==> config.mk <==
export PLATFORM = sky130hd
export DESIGN_NAME = id_ex_stage_reg
export DESIGN_NICKNAME = d
export VERILOG_FILES = /design/src/rtl/id_ex_stage_reg.sv
export SDC_FILE = /design/constraint.sdc
export NUM_CORES = 1
export LEC_CHECK = 0
export BUFFER_PORTS_ARGS = -buffer_cell sky130_fd_sc_hd__buf_2
export CAP_MARGIN = 0
export CELL_PAD_IN_SITES_DETAIL_PLACEMENT = 0
export CELL_PAD_IN_SITES_GLOBAL_PLACEMENT = 1
export CORE_ASPECT_RATIO = 0.8
export CORE_MARGIN = 3
export CORE_UTILIZATION = 34
export DETAILED_ROUTE_END_ITERATION = 12
export HOLD_SLACK_MARGIN = 0.12
export PLACE_DENSITY_LB_ADDON = 0.12
export SLEW_MARGIN = 0
export SYNTH_ARGS = -nofsm -noshare
export SYNTH_HDL_FRONTEND = slang
export SYNTH_SLANG_ARGS = --single-unit
==> constraint.sdc <==
create_clock -name clk -period 4.8 [get_ports clk]
set_input_delay 0.24 -clock clk [delete_from_list [all_inputs] [get_ports clk]]
set_output_delay 0.24 -clock clk [all_outputs]
set_load 0.05 [all_outputs]
==> src/rtl/id_ex_stage_reg.sv <==
// rtl/id_ex_stage_reg.sv - Decode/Execute pipeline register with load-use hazard detection
module id_ex_stage_reg #(
    parameter int DATA_W = 32,
    parameter int REG_AW = 5,
    parameter int CNT_W  = 16
) (
    input  logic              clk,
    input  logic              rst,
    input  logic [23:0]       CtrlD,
    input  logic [DATA_W-1:0] RD1D,
    input  logic [DATA_W-1:0] RD2D,
    input  logic [DATA_W-1:0] ImmD,
    input  logic [REG_AW-1:0] RsD,
    input  logic [REG_AW-1:0] RtD,
    input  logic [REG_AW-1:0] WAddrD,
    input  logic              StallE,
    input  logic              FlushE,
    output logic [23:0]       CtrlE,
    output logic [DATA_W-1:0] RD1E,
    output logic [DATA_W-1:0] RD2E,
    output logic [DATA_W-1:0] ImmE,
    output logic [REG_AW-1:0] RsE,
    output logic [REG_AW-1:0] RtE,
    output logic [REG_AW-1:0] WAddrE,
    output logic              ValidE,
    output logic              StallF,
    output logic              StallD,
    output logic [CNT_W-1:0]  BubbleCnt
);

    localparam int C_WEWB     = 1;
    localparam int C_MEMTOREG = 20;

    logic [23:0]       r_ctrl;
    logic [DATA_W-1:0] r_rd1;
    logic [DATA_W-1:0] r_rd2;
    logic [DATA_W-1:0] r_imm;
    logic [REG_AW-1:0] r_rs;
    logic [REG_AW-1:0] r_rt;
    logic [REG_AW-1:0] r_waddr;
    logic              r_valid;
    logic [CNT_W-1:0]  r_cnt;

    logic              w_lu;
    logic              w_bubble;
    logic [CNT_W-1:0]  w_cnt_inc;

    // Load-use hazard: a valid load in Execute writes a nonzero register that
    // Decode reads on either port; r0 never hazards.
    always_comb begin
        w_lu = r_valid & r_ctrl[C_MEMTOREG] & r_ctrl[C_WEWB] &
               (r_waddr != '0) & ((r_waddr == RsD) | (r_waddr == RtD));
        w_bubble  = FlushE | w_lu;
        w_cnt_inc = (r_cnt == {CNT_W{1'b1}}) ? r_cnt
                                             : r_cnt + {{(CNT_W-1){1'b0}}, 1'b1};
    end

    assign StallF = w_lu | StallE;
    assign StallD = w_lu | StallE;

    // Execute register: reset, hold on StallE, bubble on flush/hazard, else load.
    always_ff @(posedge clk) begin
        if (rst) begin
            r_ctrl  <= '0;
            r_rd1   <= '0;
            r_rd2   <= '0;
            r_imm   <= '0;
            r_rs    <= '0;
            r_rt    <= '0;
            r_waddr <= '0;
            r_valid <= 1'b0;
            r_cnt   <= '0;
        end else if (StallE) begin
            r_cnt <= r_cnt;
        end else if (w_bubble) begin
            r_ctrl  <= '0;
            r_rd1   <= '0;
            r_rd2   <= '0;
            r_imm   <= '0;
            r_rs    <= '0;
            r_rt    <= '0;
            r_waddr <= '0;
            r_valid <= 1'b0;
            r_cnt   <= w_cnt_inc;
        end else begin
            r_ctrl  <= CtrlD;
            r_rd1   <= RD1D;
            r_rd2   <= RD2D;
            r_imm   <= ImmD;
            r_rs    <= RsD;
            r_rt    <= RtD;
            r_waddr <= WAddrD;
            r_valid <= 1'b1;
        end
    end

    assign CtrlE     = r_ctrl;
    assign RD1E      = r_rd1;
    assign RD2E      = r_rd2;
    assign ImmE      = r_imm;
    assign RsE       = r_rs;
    assign RtE       = r_rt;
    assign WAddrE    = r_waddr;
    assign ValidE    = r_valid;
    assign BubbleCnt = r_cnt;

endmodule

==> results of run 1 <==
## cell usage after synthesis (2+ instances only)
cell type,n
nor2_1,21
a22o_1,136
nand4_1,2
nor2b_1,5
nor3_2,2
a21oi_1,5
xnor2_1,8
nor3b_1,2
nand3_1,7
dfxtp_1,152
nand2b_1,2
buf_2,8
xor2_1,10
mux2_2,5
clkbuf_1,17
nand2_1,5
and4_1,3
and3_1,2
nor3_1,8
a31o_2,2
buf_4,7
## cells by family after synthesis
kind of cell	Yosys count
flip-flops	152
AO/OA/AOI/OAI	147
AND/OR/NAND/NOR	62
buffers and inverters	33
XOR/XNOR	18
multiplexers	5
adder cells (fa/ha/maj)	1
## per-stage QoR
stage | area [um^2] | setup WS [ps] | hold WS [ps]
2_1_floorplan | 5030 | 2286 | 372.6
3_3_place_gp | 6606 | 1511 | 451.2
3_5_place_dp | 6606 | 1336 | 449.8
4_1_cts | 8568 | 1309 | 170.2
5_1_grt | 8568 | 1075 | 182.0
6_report | 8568 | 1302 | 196.4
## what timing repair did
| action | in CTS | in global routing |
|---|---|---|
| hold buffers | 136 | 0 |
| setup endpoints to repair | 0 | 0 |
| hold endpoints to repair | 136 | 0 |
## tightest hold or removal path, cell delays in order
cell	delay [ps]
buf_2	150
or2_2	130
a21oi_1	50
## power by group through the flow
| stage | clock (W) | sequential [W] | combinational, W |
|---|---|---|---|
| finish | 0.00136 | 0.00133 | 0.000467 |
| global route | 0.00145 | 0.00134 | 0.000494 |
| CTS | 0.00139 | 0.00133 | 0.000468 |
| detailed placement | 0 | 0.00136 | 0.000378 |
| global placement | 0 | 0.00136 | 0.000374 |
| floorplan | 0 | 0.00152 | 0.0000905 |
## how the worst min path moves through the flow
stage,from,end,slack (ps),cells after the start
4_1_cts,FlushE,ValidE,170,3
2_1_floorplan,RD1D[0],RD1E[0],370,1
3_5_place_dp,ImmE[1],ImmE[1],450,1
6_report,FlushE,ValidE,200,3
3_3_place_gp,ImmE[16],ImmE[16],450,1
5_1_grt,FlushE,ValidE,180,3
## area by class of cell
cell class	instances	area share
Inverter	1	0.0004381
Clock inverter	14	0.02001
Timing Repair Buffer	430	0.3327
Multi-Input combinational cell	233	0.2148
Tap cell	184	0.02687
Clock buffer	18	0.05009
Sequential cell	152	0.3551
## registers in the layout, summed over array words and instances (netlist names)
signal / flops
ImmE: 32
RD1E: 32
RD2E: 32
CtrlE: 24
BubbleCnt: 16
RsE: 5
RtE: 5
WAddrE: 5
ValidE: 1
## metal layers
layer | vias up | routed length (um) | track usage
li1 | 2410 | - | -
met1 | 2378 | 7103 | 0.2463
met2 | 202 | 8132 | 0.3298
met3 | 32 | 1184 | 0.06403
met4 | 0 | 436 | 0.08120
met5 | - | 0 | 0
==> results.sh, run 1 <==
export IMPL_outcome="finished clean"
export IMPL_crit_path_start_kind="input pin"
export IMPL_rows=39
export IMPL_layout_min_cycle_time_ps=3498
export IMPL_gp_congestion=0.7652
export IMPL_drive_above_1_share=0.3986
export IMPL_dpl_hpwl_um=10770
export IMPL_syn_avg_cell_area_um2=12.03
export IMPL_path_max_fanout=107
export IMPL_grt_total_usage=0.2008
export IMPL_p_switching_w=0.0008419
export IMPL_mostFrequentLayoutCell="buf_2"
export IMPL_final_nets=975
export IMPL_cp_arrival_ps=3850
export IMPL_grt_pass1_wl_um=26140
export IMPL_crit_buf_inv=3
export IMPL_ir_worst_vdd_mv=0.2073
export IMPL_multi_input_area_um2=1841
export IMPL_cts_resized=0
export IMPL_die_x_um=142.0
export IMPL_drtIter0Drc=240
export IMPL_ys_flop_type="dfxtp_1"
export IMPL_grt_remaining_overflow=0
export IMPL_initial_core_util=0.3494
export IMPL_grt_max_degree=108
export IMPL_routedWlPerCell_um=16.33
export IMPL_post_route_util=0.5952
export IMPL_syn_nets=558
export IMPL_io_buffers=292
export IMPL_synth_top_family_by_area="compound AO/OA/AOI/OAI gates"
export IMPL_cap_viol_max_count=0
export IMPL_cts_tree="yes"
export IMPL_synth_fa_ha_area_frac=0.002488
export IMPL_async_flop_share=0
export IMPL_switching_share=0.2665
export IMPL_clock_skew_ps=8.831
export IMPL_synthCells=418
export IMPL_reg2reg_depth=7
export IMPL_seq_area_frac_synth=0.6050
export IMPL_dieArea_um2=16300
export IMPL_worst_slew_pin_slew_ps=1255
export IMPL_critPathKind="input pin to flop"
export IMPL_area_delta_synth_final_pct=70.35
export IMPL_antenna_found_initial=0
export IMPL_slew_violations=0
export IMPL_synth_area_leaders="dfxtp_1, a22o_1, xor2_1"
export IMPL_seqCellArea_um2=3043
export IMPL_clock_power_share=0.430
export IMPL_layout_common_cells="buf_2, dfxtp_1, a22o_1, dlygate4sd3_1, nor2_1"
export IMPL_power_density_nw_per_um2=368.7
export IMPL_yosysTopAreaCellShare=0.6050
export IMPL_antenna_cells=0
export IMPL_hold_class="input pin to flop"
export IMPL_detail_route_wirelength_um=16860
export IMPL_drcViolationCount=0
export IMPL_min_period_over_period=0.7288
export IMPL_r2r_start="WAddrE[2]"
export IMPL_finalSetupTns_ps=0
export IMPL_cts_buffers_inserted=17
export IMPL_worstPathCellList="dlygate4sd3_1, buf_2, xor2_1, nor3_1, a22o_1, a21o_1, nor3_4, buf_4, a22o_1"
export IMPL_fmax_mhz=285.8
export IMPL_leakage_nw=4.163
export IMPL_ioPinCount=293
export IMPL_numClockSinks=152
export IMPL_yosys_area_share_xor_xnor=0.03134
export IMPL_p_comb_frac=0.148
export IMPL_clk_path_buf_depth=2
export IMPL_synth_seq_cells=152
export IMPL_synth_compound_area_share=0.2537
export IMPL_first_global_vias=4963
export IMPL_rsz0062_at_grt="no"
export IMPL_rrSetupSlack_ps=1330
export IMPL_synth_edff_count=0
export IMPL_drt_first_pass_iters=4
export IMPL_nFillCells=1192
export IMPL_dieHeight_um=114.8
export IMPL_hold_viol=0
export IMPL_synth_warnings=0
export IMPL_synthSimpleGateAreaFrac=0.06443
export IMPL_p_int_w=0.002317
export IMPL_synth_area_mux_share=0.01119
export IMPL_clock_latency_ps=420
export IMPL_vias_per_cell=4.866
export IMPL_crit_path_end_kind="flop"
export IMPL_seqPwrFrac=0.422
export IMPL_cts_clk_slew_worst_paths_ps=60
export IMPL_worst_path_stages=9
export IMPL_critical_path_slowest_cell="buf_4"
export IMPL_finalNonFillerCells=1032
export IMPL_yosysTopAreaCell="dfxtp_1"
export IMPL_cp_required_ps=5150
export IMPL_crit_path_start="RtD[2]"
export IMPL_place_inst=864
export IMPL_cpLargestDelayFamily="buffers and inverters"
export IMPL_synth_cell_types=30
export IMPL_maxSlewHeadroom=0.1611
export IMPL_crit_top_cell="a22o_1"
export IMPL_vias=5022
export IMPL_root_buffer="clkbuf_16"
export IMPL_drt_antenna_violating_nets=0
export IMPL_h_tree_depth=4
export IMPL_core_area_um2=14400
export IMPL_setup_violations=0
export IMPL_cts_setup_buffers=0
export IMPL_worstSetupEndpoint="RD1E[29]"
export IMPL_r2r_end="RD1E[29]"
export IMPL_cpPeakStageDelay_ps=980
export IMPL_power_total_w=0.003159
export IMPL_synthesis_area_um2=5030
(Power assumes the default switching activity.)
==> run 2: changes to the inputs <==
--- a/config.mk
+++ b/config.mk
@@ -11,7 +11,7 @@
 export CELL_PAD_IN_SITES_GLOBAL_PLACEMENT = 1
 export CORE_ASPECT_RATIO = 0.8
 export CORE_MARGIN = 3
-export CORE_UTILIZATION = 34
+export CORE_UTILIZATION = 29
 export DETAILED_ROUTE_END_ITERATION = 12
 export HOLD_SLACK_MARGIN = 0.12
 export PLACE_DENSITY_LB_ADDON = 0.12
==> constraint.sdc (replaced) <==
create_clock -name clk -period 3.1 [get_ports clk]
set_input_delay 0.155 -clock clk [delete_from_list [all_inputs] [get_ports clk]]
set_output_delay 0.155 -clock clk [all_outputs]
set_load 0.05 [all_outputs]
==> results.sh, run 2 (synthesis gave the netlist of run 1 again) <==
export IMPL_outcome="finished clean"
export IMPL_cts_resized=0
export IMPL_cts_clk_slew_worst_paths_ps=60
export IMPL_numClockSinks=152
export IMPL_fmax_mhz=434.9
export IMPL_first_global_vias=4942
export IMPL_wl_met3_um=980
export IMPL_cts_buffers_inserted=17
export IMPL_hold_viol=0
export IMPL_die_x_um=153.2
export IMPL_drcViolationCount=0
export IMPL_nFillCells=1526
export IMPL_gp_congestion=0.8041
export IMPL_dieHeight_um=123.8
export IMPL_detail_route_wirelength_um=16820
export IMPL_routedWlPerCell_um=15.69
export IMPL_maxSlewHeadroom=0.4768
export IMPL_antenna_found_initial=0
export IMPL_root_buffer="clkbuf_16"
export IMPL_ir_worst_vdd_mv=0.2702
export IMPL_cts_setup_buffers=0
export IMPL_h_tree_depth=4
export IMPL_vias_per_cell=4.629
export IMPL_clk_path_buf_depth=2
export IMPL_area_delta_synth_final_pct=71.92
export IMPL_wl_met2_um=8006
export IMPL_finalSetupTns_ps=0
export IMPL_layout_common_cells="buf_2, dfxtp_1, dlygate4sd3_1, a22o_1, nor2_1"
export IMPL_stdcell_area_um2=8647
export IMPL_grt_remaining_overflow=0
export IMPL_crit_path_end_kind="flop"
export IMPL_antenna_cells=0
export IMPL_cp_required_ps=3400
export IMPL_cp_arrival_ps=2600
export IMPL_final_nets=979
export IMPL_setup_violations=0
export IMPL_wirelength_met1_um=7519
export IMPL_drt_antenna_violating_nets=0
export IMPL_worstPathCellList="dlygate4sd3_1, buf_2, xor2_1, nor3_1, a221oi_2, buf_4, nor3_2, nor3b_1, mux2_2"
export IMPL_critPathKind="input pin to flop"
export IMPL_dpl_hpwl_um=11000
export IMPL_hold_buffers=137
export IMPL_clock_latency_ps=420
export IMPL_whs_ps=181.5
export IMPL_drtIter0Drc=254
export IMPL_power_density_nw_per_um2=566.2
export IMPL_grt_pass1_wl_um=26000
export IMPL_crit_path_start_kind="input pin"
export IMPL_cts_tree="yes"
export IMPL_min_period_over_period=0.7417
export IMPL_seqCellArea_um2=3043
export IMPL_rsz0062_at_grt="no"
export IMPL_clock_skew_ps=7.718
export IMPL_cpPeakStageDelay_ps=560
export IMPL_slew_violations=0
export IMPL_grt_total_usage=0.1697
export IMPL_worst_slew_pin_slew_ps=784.8
export IMPL_drive_above_1_share=0.4002
export IMPL_path_max_fanout=10
export IMPL_mostFrequentLayoutCell="buf_2"
export IMPL_drt_first_pass_iters=4
export IMPL_dieArea_um2=18970
export IMPL_leakage_nw=4.183
export IMPL_vias=4962
export IMPL_core_area_um2=16760
export IMPL_rows=42
export IMPL_layout_min_cycle_time_ps=2299
export IMPL_grt_max_degree=78
export IMPL_critical_path_slowest_cell="dlygate4sd3_1"
export IMPL_ioPinCount=293
export IMPL_highest_layer="met4"
export IMPL_cap_viol_max_count=0
export IMPL_initial_core_util=0.3000
export IMPL_multi_input_area_um2=1841
export IMPL_post_dp_cell_area_um2=6674
export IMPL_io_buffers=292
export IMPL_hold_class="input pin to flop"
## run 2: cell types whose count changed in the layout (fill, tap and decap cells not counted), sizes merged
cell | before | now
inv | 5 | 4
clkinv | 5 | 6
dlygate4sd3 | 136 | 137
buf | 294 | 297
## run 2: metrics by stage
step | util | total power (W) | cells | setup slack [ps]
final | 0.5158 | 0.004896 | 1072 | 800.9
after detailed placement | 0.3981 | 0.002690 | 903 | 830.5
after global routing | 0.5158 | 0.005089 | 1072 | 555.7
after global placement | 0.3981 | 0.002686 | 903 | 868.4
after floorplan | - | 0.002492 | 418 | 585.8
after CTS | 0.5158 | 0.004960 | 1072 | 811.5
## run 2: final cells by class
type                            count  share of cell area
Inverter                            1           0.0004341
Clock buffer                       18             0.04963
Tap cell                          220             0.03183
Multi-Input combinational cell    233              0.2128
Sequential cell                   152              0.3519
Timing Repair Buffer              434              0.3334
Clock inverter                     14             0.01997
## run 2: worst max-delay path, delay by kind of cell
family / cells / cell delay [ps]
buffers and inverters: 3 / 900
XOR/XNOR: 1 / 130
AO/OA/AOI/OAI: 1 / 100
AND/OR/NAND/NOR: 3 / 970
multiplexers: 1 / 360
## run 2: path summary, 6_finish.rpt
kind	from	to	slack [ps]	depth (start not counted)
worst min register to register	RD1E[7]	RD1E[7]	470	1
worst max-delay path	RsD[1]	BubbleCnt[15]	800	9
worst min-delay path	rst	BubbleCnt[10]	180	2
worst max register to register	WAddrE[4]	RD2E[2]	810	7
## run 2: where the power goes
group          internal (W)  switching (W)
clock               0.00127       0.000833
combinational      0.000292       0.000433
sequential          0.00202      0.0000397
## run 2: metal layers
metal / up-vias / GRT usage
met4: 0 / 0.05565
met3: 20 / 0.05314
met1: 2352 / 0.2154
met5: - / 0
li1: 2426 / -
met2: 164 / 0.2778
